===== src/rtl/opb_arb_pkg.sv =====
// opb_arb_pkg: shared FSM states, OPB widths and the round-robin pick helper.
package opb_arb_pkg;
    typedef enum logic [1:0] {IDLE, XFER, GAP, RESP} state_t;
    localparam int OPB_AW = 32;
    localparam int OPB_DW = 32;
    // One-hot grant of the first set request at or after ptr, wrapping within n lanes.
    function automatic logic [7:0] rr_pick(input logic [7:0] req, input logic [2:0] ptr, input int n);
        logic [7:0] g;
        logic [2:0] idx;
        g = '0;
        for (int k = 7; k >= 0; k--) begin
            idx = 3'((int'(ptr) + k) % n);
            if (k < n && req[idx]) g = 8'(1) << idx;
        end
        return g;
    endfunction
endpackage


===== src/rtl/opb_reg_arbiter_if.sv =====
// opb_reg_arbiter_if: requester-side handshake plus OPB master/slave signals.
interface opb_reg_arbiter_if
    import opb_arb_pkg::*;
#(
    parameter int NUM_REQ = 2
);
    logic [NUM_REQ-1:0]        req_valid, req_rnw, req_ready, rsp_valid;
    logic [OPB_AW*NUM_REQ-1:0] req_addr;
    logic [OPB_DW*NUM_REQ-1:0] req_wdata;
    logic [4*NUM_REQ-1:0]      req_be;
    logic [OPB_DW-1:0]         rsp_data;
    logic                      rsp_err;
    logic [0:OPB_AW-1]         M_ABus;
    logic [0:OPB_DW-1]         M_DBus, Sl_DBus;
    logic [0:3]                M_BE;
    logic                      M_RNW, M_select, M_seqAddr;
    logic                      Sl_xferAck, Sl_errAck, Sl_retry, Sl_toutSup;
    modport master (
        input  req_valid, req_rnw, req_addr, req_wdata, req_be,
        input  Sl_DBus, Sl_xferAck, Sl_errAck, Sl_retry, Sl_toutSup,
        output req_ready, rsp_valid, rsp_data, rsp_err,
        output M_ABus, M_BE, M_DBus, M_RNW, M_select, M_seqAddr
    );
    modport slave (
        output req_valid, req_rnw, req_addr, req_wdata, req_be,
        output Sl_DBus, Sl_xferAck, Sl_errAck, Sl_retry, Sl_toutSup,
        input  req_ready, rsp_valid, rsp_data, rsp_err,
        input  M_ABus, M_BE, M_DBus, M_RNW, M_select, M_seqAddr
    );
endinterface


===== src/rtl/opb_rr_arbiter.sv =====
// opb_rr_arbiter: combinational one-hot round-robin picker.
module opb_rr_arbiter
    import opb_arb_pkg::*;
#(
    parameter int NUM_REQ = 2
) (
    input  logic [NUM_REQ-1:0]         req,
    input  logic [$clog2(NUM_REQ)-1:0] ptr,
    output logic [NUM_REQ-1:0]         grant
);
    always_comb grant = NUM_REQ'(rr_pick(8'(req), 3'(ptr), NUM_REQ));
endmodule


===== src/rtl/opb_reg_arbiter.sv =====
// opb_reg_arbiter: shares one OPB master port among NUM_REQ single-word requesters
// with round-robin grant, retry, error and timeout handling.
module opb_reg_arbiter
    import opb_arb_pkg::*;
#(
    parameter int NUM_REQ     = 2,
    parameter int TIMEOUT_CYC = 16,
    parameter int MAX_RETRY   = 3
) (
    input logic               OPB_Clk,
    input logic               OPB_Rst_n,
    opb_reg_arbiter_if.master bus
);
    localparam int PW = $clog2(NUM_REQ);
    localparam int TW = $clog2(TIMEOUT_CYC);
    localparam int RW = $clog2(MAX_RETRY + 1);

    state_t              state, state_nxt;
    logic [NUM_REQ-1:0]  pick, gnt;
    logic [PW-1:0]       rr_ptr, pick_idx, gnt_idx;
    logic [TW-1:0]       timer;
    logic [RW-1:0]       retry_cnt;
    logic [OPB_AW-1:0]   cmd_addr, cmd_addr_nxt;
    logic [OPB_DW-1:0]   cmd_wdata, cmd_wdata_nxt, fin_data;
    logic [3:0]          cmd_be, cmd_be_nxt;
    logic                cmd_rnw, cmd_rnw_nxt, accept, retry_go, fin_err, xfer_nxt;

    opb_rr_arbiter #(.NUM_REQ(NUM_REQ)) u_rr (.req(bus.req_valid), .ptr(rr_ptr), .grant(pick));

    always_comb begin
        pick_idx = '0;
        gnt_idx  = '0;
        for (int i = 0; i < NUM_REQ; i++) begin
            if (pick[i]) pick_idx = PW'(i);
            if (gnt[i]) gnt_idx = PW'(i);
        end
    end

    // Command is captured from the granted lane on accept and held through retries.
    always_comb begin
        accept        = state == IDLE && |bus.req_valid;
        cmd_addr_nxt  = accept ? bus.req_addr[OPB_AW*pick_idx +: OPB_AW] : cmd_addr;
        cmd_wdata_nxt = accept ? bus.req_wdata[OPB_DW*pick_idx +: OPB_DW] : cmd_wdata;
        cmd_be_nxt    = accept ? bus.req_be[4*pick_idx +: 4] : cmd_be;
        cmd_rnw_nxt   = accept ? bus.req_rnw[pick_idx] : cmd_rnw;
        xfer_nxt      = state_nxt == XFER;
        fin_data      = (bus.Sl_xferAck && !bus.Sl_errAck && cmd_rnw) ? bus.Sl_DBus : '0;
    end

    always_ff @(posedge OPB_Clk or negedge OPB_Rst_n) begin
        if (!OPB_Rst_n) state <= IDLE;
        else state <= state_nxt;
    end

    always_comb begin
        state_nxt = state;
        fin_err   = 1'b0;
        retry_go  = 1'b0;
        case (state)
            IDLE: state_nxt = |bus.req_valid ? XFER : IDLE;
            XFER:
                if (bus.Sl_errAck || bus.Sl_xferAck) begin
                    state_nxt = RESP;
                    fin_err   = bus.Sl_errAck;
                end else if (bus.Sl_retry) begin
                    retry_go  = retry_cnt < RW'(MAX_RETRY);
                    state_nxt = retry_go ? GAP : RESP;
                    fin_err   = !retry_go;
                end else if (timer == TW'(TIMEOUT_CYC - 1) && !bus.Sl_toutSup) begin
                    state_nxt = RESP;
                    fin_err   = 1'b1;
                end
            GAP: state_nxt = XFER;
            default: state_nxt = IDLE;
        endcase
    end

    always_comb begin
        bus.req_ready = state == IDLE ? pick : '0;
        bus.rsp_valid = state == RESP ? gnt : '0;
        bus.M_seqAddr = 1'b0;
    end

    // OPB drive is registered and zeroed whenever select is low (OR-bus).
    always_ff @(posedge OPB_Clk or negedge OPB_Rst_n) begin
        if (!OPB_Rst_n) begin
            gnt          <= '0;
            rr_ptr       <= '0;
            timer        <= '0;
            retry_cnt    <= '0;
            cmd_addr     <= '0;
            cmd_wdata    <= '0;
            cmd_be       <= '0;
            cmd_rnw      <= 1'b0;
            bus.rsp_data <= '0;
            bus.rsp_err  <= 1'b0;
            bus.M_select <= 1'b0;
            bus.M_ABus   <= '0;
            bus.M_BE     <= '0;
            bus.M_DBus   <= '0;
            bus.M_RNW    <= 1'b0;
        end else begin
            cmd_addr  <= cmd_addr_nxt;
            cmd_wdata <= cmd_wdata_nxt;
            cmd_be    <= cmd_be_nxt;
            cmd_rnw   <= cmd_rnw_nxt;
            if (accept) begin
                gnt       <= pick;
                retry_cnt <= '0;
                timer     <= '0;
            end
            if (state == XFER) timer <= retry_go ? '0 : bus.Sl_toutSup ? timer : timer + 1'b1;
            if (retry_go) retry_cnt <= retry_cnt + 1'b1;
            if (state == XFER && state_nxt == RESP) begin
                bus.rsp_data <= fin_data;
                bus.rsp_err  <= fin_err;
            end
            if (state == RESP) rr_ptr <= gnt_idx == PW'(NUM_REQ - 1) ? '0 : gnt_idx + 1'b1;
            bus.M_select <= xfer_nxt;
            bus.M_ABus   <= xfer_nxt ? cmd_addr_nxt : '0;
            bus.M_BE     <= xfer_nxt ? cmd_be_nxt : '0;
            bus.M_DBus   <= xfer_nxt && !cmd_rnw_nxt ? cmd_wdata_nxt : '0;
            bus.M_RNW    <= xfer_nxt && cmd_rnw_nxt;
        end
    end
endmodule


===== src/flat_wrapper.sv =====
// flat-port wrapper written by rule: the top's interface ports become plain ports
module opb_reg_arbiter_flat import opb_arb_pkg::*;
#(
    parameter int NUM_REQ     = 2,
    parameter int TIMEOUT_CYC = 16,
    parameter int MAX_RETRY   = 3
)
  (OPB_Clk, OPB_Rst_n, bus_req_valid, bus_req_rnw, bus_req_addr, bus_req_wdata, bus_req_be, bus_Sl_DBus, bus_Sl_xferAck, bus_Sl_errAck, bus_Sl_retry, bus_Sl_toutSup, bus_req_ready, bus_rsp_valid, bus_rsp_data, bus_rsp_err, bus_M_ABus, bus_M_BE, bus_M_DBus, bus_M_RNW, bus_M_select, bus_M_seqAddr);
  opb_reg_arbiter_if #(.NUM_REQ(NUM_REQ)) bus_i ();
  input logic OPB_Clk;
  input logic OPB_Rst_n;
  input wire logic [$bits(bus_i.req_valid)-1:0] bus_req_valid;
  input wire logic [$bits(bus_i.req_rnw)-1:0] bus_req_rnw;
  input wire logic [$bits(bus_i.req_addr)-1:0] bus_req_addr;
  input wire logic [$bits(bus_i.req_wdata)-1:0] bus_req_wdata;
  input wire logic [$bits(bus_i.req_be)-1:0] bus_req_be;
  input wire logic [$bits(bus_i.Sl_DBus)-1:0] bus_Sl_DBus;
  input wire logic [$bits(bus_i.Sl_xferAck)-1:0] bus_Sl_xferAck;
  input wire logic [$bits(bus_i.Sl_errAck)-1:0] bus_Sl_errAck;
  input wire logic [$bits(bus_i.Sl_retry)-1:0] bus_Sl_retry;
  input wire logic [$bits(bus_i.Sl_toutSup)-1:0] bus_Sl_toutSup;
  output wire logic [$bits(bus_i.req_ready)-1:0] bus_req_ready;
  output wire logic [$bits(bus_i.rsp_valid)-1:0] bus_rsp_valid;
  output wire logic [$bits(bus_i.rsp_data)-1:0] bus_rsp_data;
  output wire logic [$bits(bus_i.rsp_err)-1:0] bus_rsp_err;
  output wire logic [$bits(bus_i.M_ABus)-1:0] bus_M_ABus;
  output wire logic [$bits(bus_i.M_BE)-1:0] bus_M_BE;
  output wire logic [$bits(bus_i.M_DBus)-1:0] bus_M_DBus;
  output wire logic [$bits(bus_i.M_RNW)-1:0] bus_M_RNW;
  output wire logic [$bits(bus_i.M_select)-1:0] bus_M_select;
  output wire logic [$bits(bus_i.M_seqAddr)-1:0] bus_M_seqAddr;
  assign bus_i.req_valid = bus_req_valid;
  assign bus_i.req_rnw = bus_req_rnw;
  assign bus_i.req_addr = bus_req_addr;
  assign bus_i.req_wdata = bus_req_wdata;
  assign bus_i.req_be = bus_req_be;
  assign bus_i.Sl_DBus = bus_Sl_DBus;
  assign bus_i.Sl_xferAck = bus_Sl_xferAck;
  assign bus_i.Sl_errAck = bus_Sl_errAck;
  assign bus_i.Sl_retry = bus_Sl_retry;
  assign bus_i.Sl_toutSup = bus_Sl_toutSup;
  assign bus_req_ready = bus_i.req_ready;
  assign bus_rsp_valid = bus_i.rsp_valid;
  assign bus_rsp_data = bus_i.rsp_data;
  assign bus_rsp_err = bus_i.rsp_err;
  assign bus_M_ABus = bus_i.M_ABus;
  assign bus_M_BE = bus_i.M_BE;
  assign bus_M_DBus = bus_i.M_DBus;
  assign bus_M_RNW = bus_i.M_RNW;
  assign bus_M_select = bus_i.M_select;
  assign bus_M_seqAddr = bus_i.M_seqAddr;
  opb_reg_arbiter #(.NUM_REQ(NUM_REQ), .TIMEOUT_CYC(TIMEOUT_CYC), .MAX_RETRY(MAX_RETRY)) u_core (.OPB_Clk(OPB_Clk), .OPB_Rst_n(OPB_Rst_n), .bus(bus_i));
endmodule

===== config.mk =====
export PLATFORM = sky130hd
export DESIGN_NAME = opb_reg_arbiter_flat
export DESIGN_NICKNAME = d
export VERILOG_FILES = /design/src/rtl/opb_arb_pkg.sv /design/src/rtl/opb_reg_arbiter_if.sv /design/src/rtl/opb_rr_arbiter.sv /design/src/rtl/opb_reg_arbiter.sv /design/src/flat_wrapper.sv
export SDC_FILE = /design/constraint.sdc
export NUM_CORES = 1
export LEC_CHECK = 0
export ABC_AREA = 0
export CORE_UTILIZATION = 48
export CTS_CLUSTER_DIAMETER = 50
export CTS_CLUSTER_SIZE = 12
export DETAILED_ROUTE_END_ITERATION = 7
export PLACE_DENSITY_LB_ADDON = 0.12
export SLEW_MARGIN = 20
export SYNTH_ARGS = -nofsm -noshare
export SYNTH_HDL_FRONTEND = slang
export SYNTH_HIERARCHICAL = 1
export SYNTH_SLANG_ARGS = --single-unit

===== constraint.sdc =====
create_clock -name OPB_Clk -period 3.6 [get_ports OPB_Clk]
set_input_delay 0.72 -clock OPB_Clk [delete_from_list [all_inputs] [get_ports OPB_Clk]]
set_output_delay 0.72 -clock OPB_Clk [all_outputs]
set_load 0.01 [all_outputs]

==> metrics.txt <==
status=finished, final reports clean; cells along the critical path=clkdlybuf4s50_1 > a21boi_4 > and2_1 > clkdlybuf4s50_1; most frequent cells in the layout=clkdlybuf4s50_1, dfrtp_1, nor2_1; Final HPWL DP=13.7 mm; crit end category=primary output; ys async rst share=100%; TritonCTS clock tree=yes; gp weighted congestion=0.787; 1st-pass router iterations=5; Reg clk slew, reported paths=70 ps; final hold vios=0; Top delay family on crit path=buffers and inverters; layout cells sized above 1=5.39%; Syn-to-layout area delta=47.5%; CP peak stage delay=590 ps; Buf+Inv Stages, Crit Path=2; core area=15200 um2; CP arrival=2260 ps; unrepaired setup endpoints after global routing=no; switching part of the total power=34.3%; Port Buffers=284; Slew headroom=43.9%; Comb pwr share=39.2%; startpoint types=input pin; Worst-Skew Late Latency=430 ps; WP data required=2880 ps; Max IR drop VDD=0.000431 V; Critical Path Slowest Stage Cell=clkdlybuf4s50_1; final slew viol count=0; cell taking the most area after synthesis=dfrtp_1; die width=127 um; Post-synth EDFFs=0; Die Span Y=127 um; final WL=19.0 mm; setup ws final=624 ps; ranking of synthesized cells by area=dfrtp_1, mux2i_1, a211oi_1; Overflow after GRT=0; post-CTS setup buffers=0; met2 Track Usage GR=40.2%; Seq/Total Area, Yosys=61.0%; Final #Nets=1113; CTS Buffer Depth=2; GR met1 Demand/Resource=27.5%; Post-Syn Instances=673; final non-filler cell area=11100 um2; FP Rows=45; FILL cells=1093; via count=6044; Antenna Nets Post-Route=0; CTS Buf Count=17; area of the multi-input gates=2650 um2; Placed Area=10500 um2; Layout Skew=8.26 ps; Place WS=632 ps; drt first-iter violations=314; largest net degree at the start of global routing=87; Antenna Cells=0; min-delay worst type=in2async; max cap viols=0; syn_nets=853; number of warnings issued by yosys=6; CTS sink count=183; sequential power share=38.1%; first-pass GRT wire length=29.4 mm; Ports=286; M3 GR Usage=7.62%; cts repair resizes=0; H-tree levels=4; slew at the pin closest to its max-slew limit=842 ps; mean area per synthesized cell=11.1 um2; Top Usage Layer GRT=met2; Reg area=4580 um2; WS Path Type=in2out; crit-path most repeated cell=clkdlybuf4s50_1; Starting Density=49.3%; clock share of power=22.7%; Leak=4.67 nW; initial antenna violation count=0; synthesized area=7500 um2; post-synthesis sequential element count=183; area share of the largest cell type after synthesis=61.0%; vias in the first global route=5974; Yosys cell types=40; commonest non-fill, non-tap cell in the layout=clkdlybuf4s50_1; ys flop type=dfrtp_1; clock root cell=clkbuf_16; period utilisation layout=82.7%; Residual DRC=0; Vias/cell=5.33; Die Footprint=16100 um2; CP Max Fanout=6; NetSw=0.00291 W; Pwr per Cell Area=765 nW/um2; hold buffers post-CTS=0; total global-route track usage=23.8%; Int Pwr=0.00556 W; setup TNS=0 ps; Tmin final=2980 ps; Max Fclk=336 MHz; final setup violation count=0; Routed wire per std cell=16.8 um
stage by stage:
step / hold slack, ps / power (W) / instances / utilization [%]
after floorplan: 424 / 0.00506 / 673 / -
after global placement: 451 / 0.00642 / 1102 / 68.7
after detailed placement: 469 / 0.00660 / 1102 / 68.7
after CTS: 254 / 0.00854 / 1134 / 72.8
after global routing: 275 / 0.00898 / 1134 / 72.8
final: 243 / 0.00847 / 1134 / 72.8
power groups by stage:
stage               logic (W)  clock network [W]  registers (W)
floorplan             0.00167                  0        0.00339
global placement      0.00320                  0        0.00322
detailed placement    0.00333                  0        0.00326
CTS                   0.00335            0.00196        0.00323
global route          0.00362            0.00205        0.00331
finish                0.00332            0.00192        0.00322
area by class of cell:
type	instances	area share (%)
clock buffers	17	3.84
clock inverters	15	1.73
inverters	5	0.170
multi-input cells	432	23.9
flip-flops and latches	183	41.4
well taps	188	2.13
repair buffers	294	26.8
cells in the mapped netlist (2+ instances only):
library cell and number:
o21ai_1 7, nor2b_1 2, o21ai_0 29, buf_4 5
a211oi_1 68, and2_1 2, inv_1 5, clkbuf_1 12
nand2_1 75, a21oi_1 69, ha_1 2, dfrtp_1 183
nand3_1 3, a21boi_1 2, and3_1 4, nor2_1 76
buf_2 28, nor3_1 4, mux2i_1 70, buf_6 7
final timing paths:
path / slack [ps] / depth (start not counted) / end / startpoint
hold / removal: 240 / 1 / u_core/bus.M_DBus[22] / OPB_Rst_n
hold reg to reg: 490 / 2 / u_core/bus.rsp_data[0] / u_core/bus.rsp_data[0]
max in group asynchronous: 2360 / 2 / u_core/cmd_wdata[27] / OPB_Rst_n
min in group OPB_Clk: 490 / 2 / u_core/bus.rsp_data[0] / u_core/bus.rsp_data[0]
setup / recovery: 620 / 4 / bus_req_ready[1] / bus_req_valid[1]
setup reg to reg: 1340 / 5 / u_core/bus.rsp_data[4] / u_core/retry_cnt[0]
cell families (layout without fill, tap and decap cells):
| logic type | after synthesis | count (layout) | share of synthesized area [%] |
|---|---|---|---|
| and+or+nand+nor | 173 | 173 | 9.44 |
| adders and majority gates | 2 | 2 | 0.334 |
| muxes | 70 | 70 | 9.34 |
| AOI/OAI and AO/OA | 185 | 185 | 15.3 |
| buffers and inverters | 58 | 331 | 4.34 |
| other | 1 | 1 | 0.0500 |
| DFF | 183 | 183 | 61.0 |
| xor gates and xnor gates | 1 | 1 | 0.117 |
state kept, by name (all words and copies together), names as in the netlist:
register             count
u_core/cmd_addr         32
u_core/timer             4
u_core/cmd_be            4
u_core/rr_ptr            1
u_core/bus.M_RNW         1
u_core/bus.rsp_err       1
u_core/bus.rsp_data     32
u_core/bus.M_BE          4
u_core/bus.M_ABus       32
u_core/cmd_rnw           1
u_core/bus.M_DBus       32
u_core/cmd_wdata        32
u_core/state             2
u_core/bus.M_select      1
u_core/gnt               2
u_core/retry_cnt         2
routing by layer:
metal	part of all wire [%]	wire length, um	vias to the layer above
met2	49	9410	223
met4	3.5	667	0
met1	39	7500	2889
li1	-	-	2889
met5	0	0	-
met3	7.7	1470	43
Power figures use the tool's default switching activity.
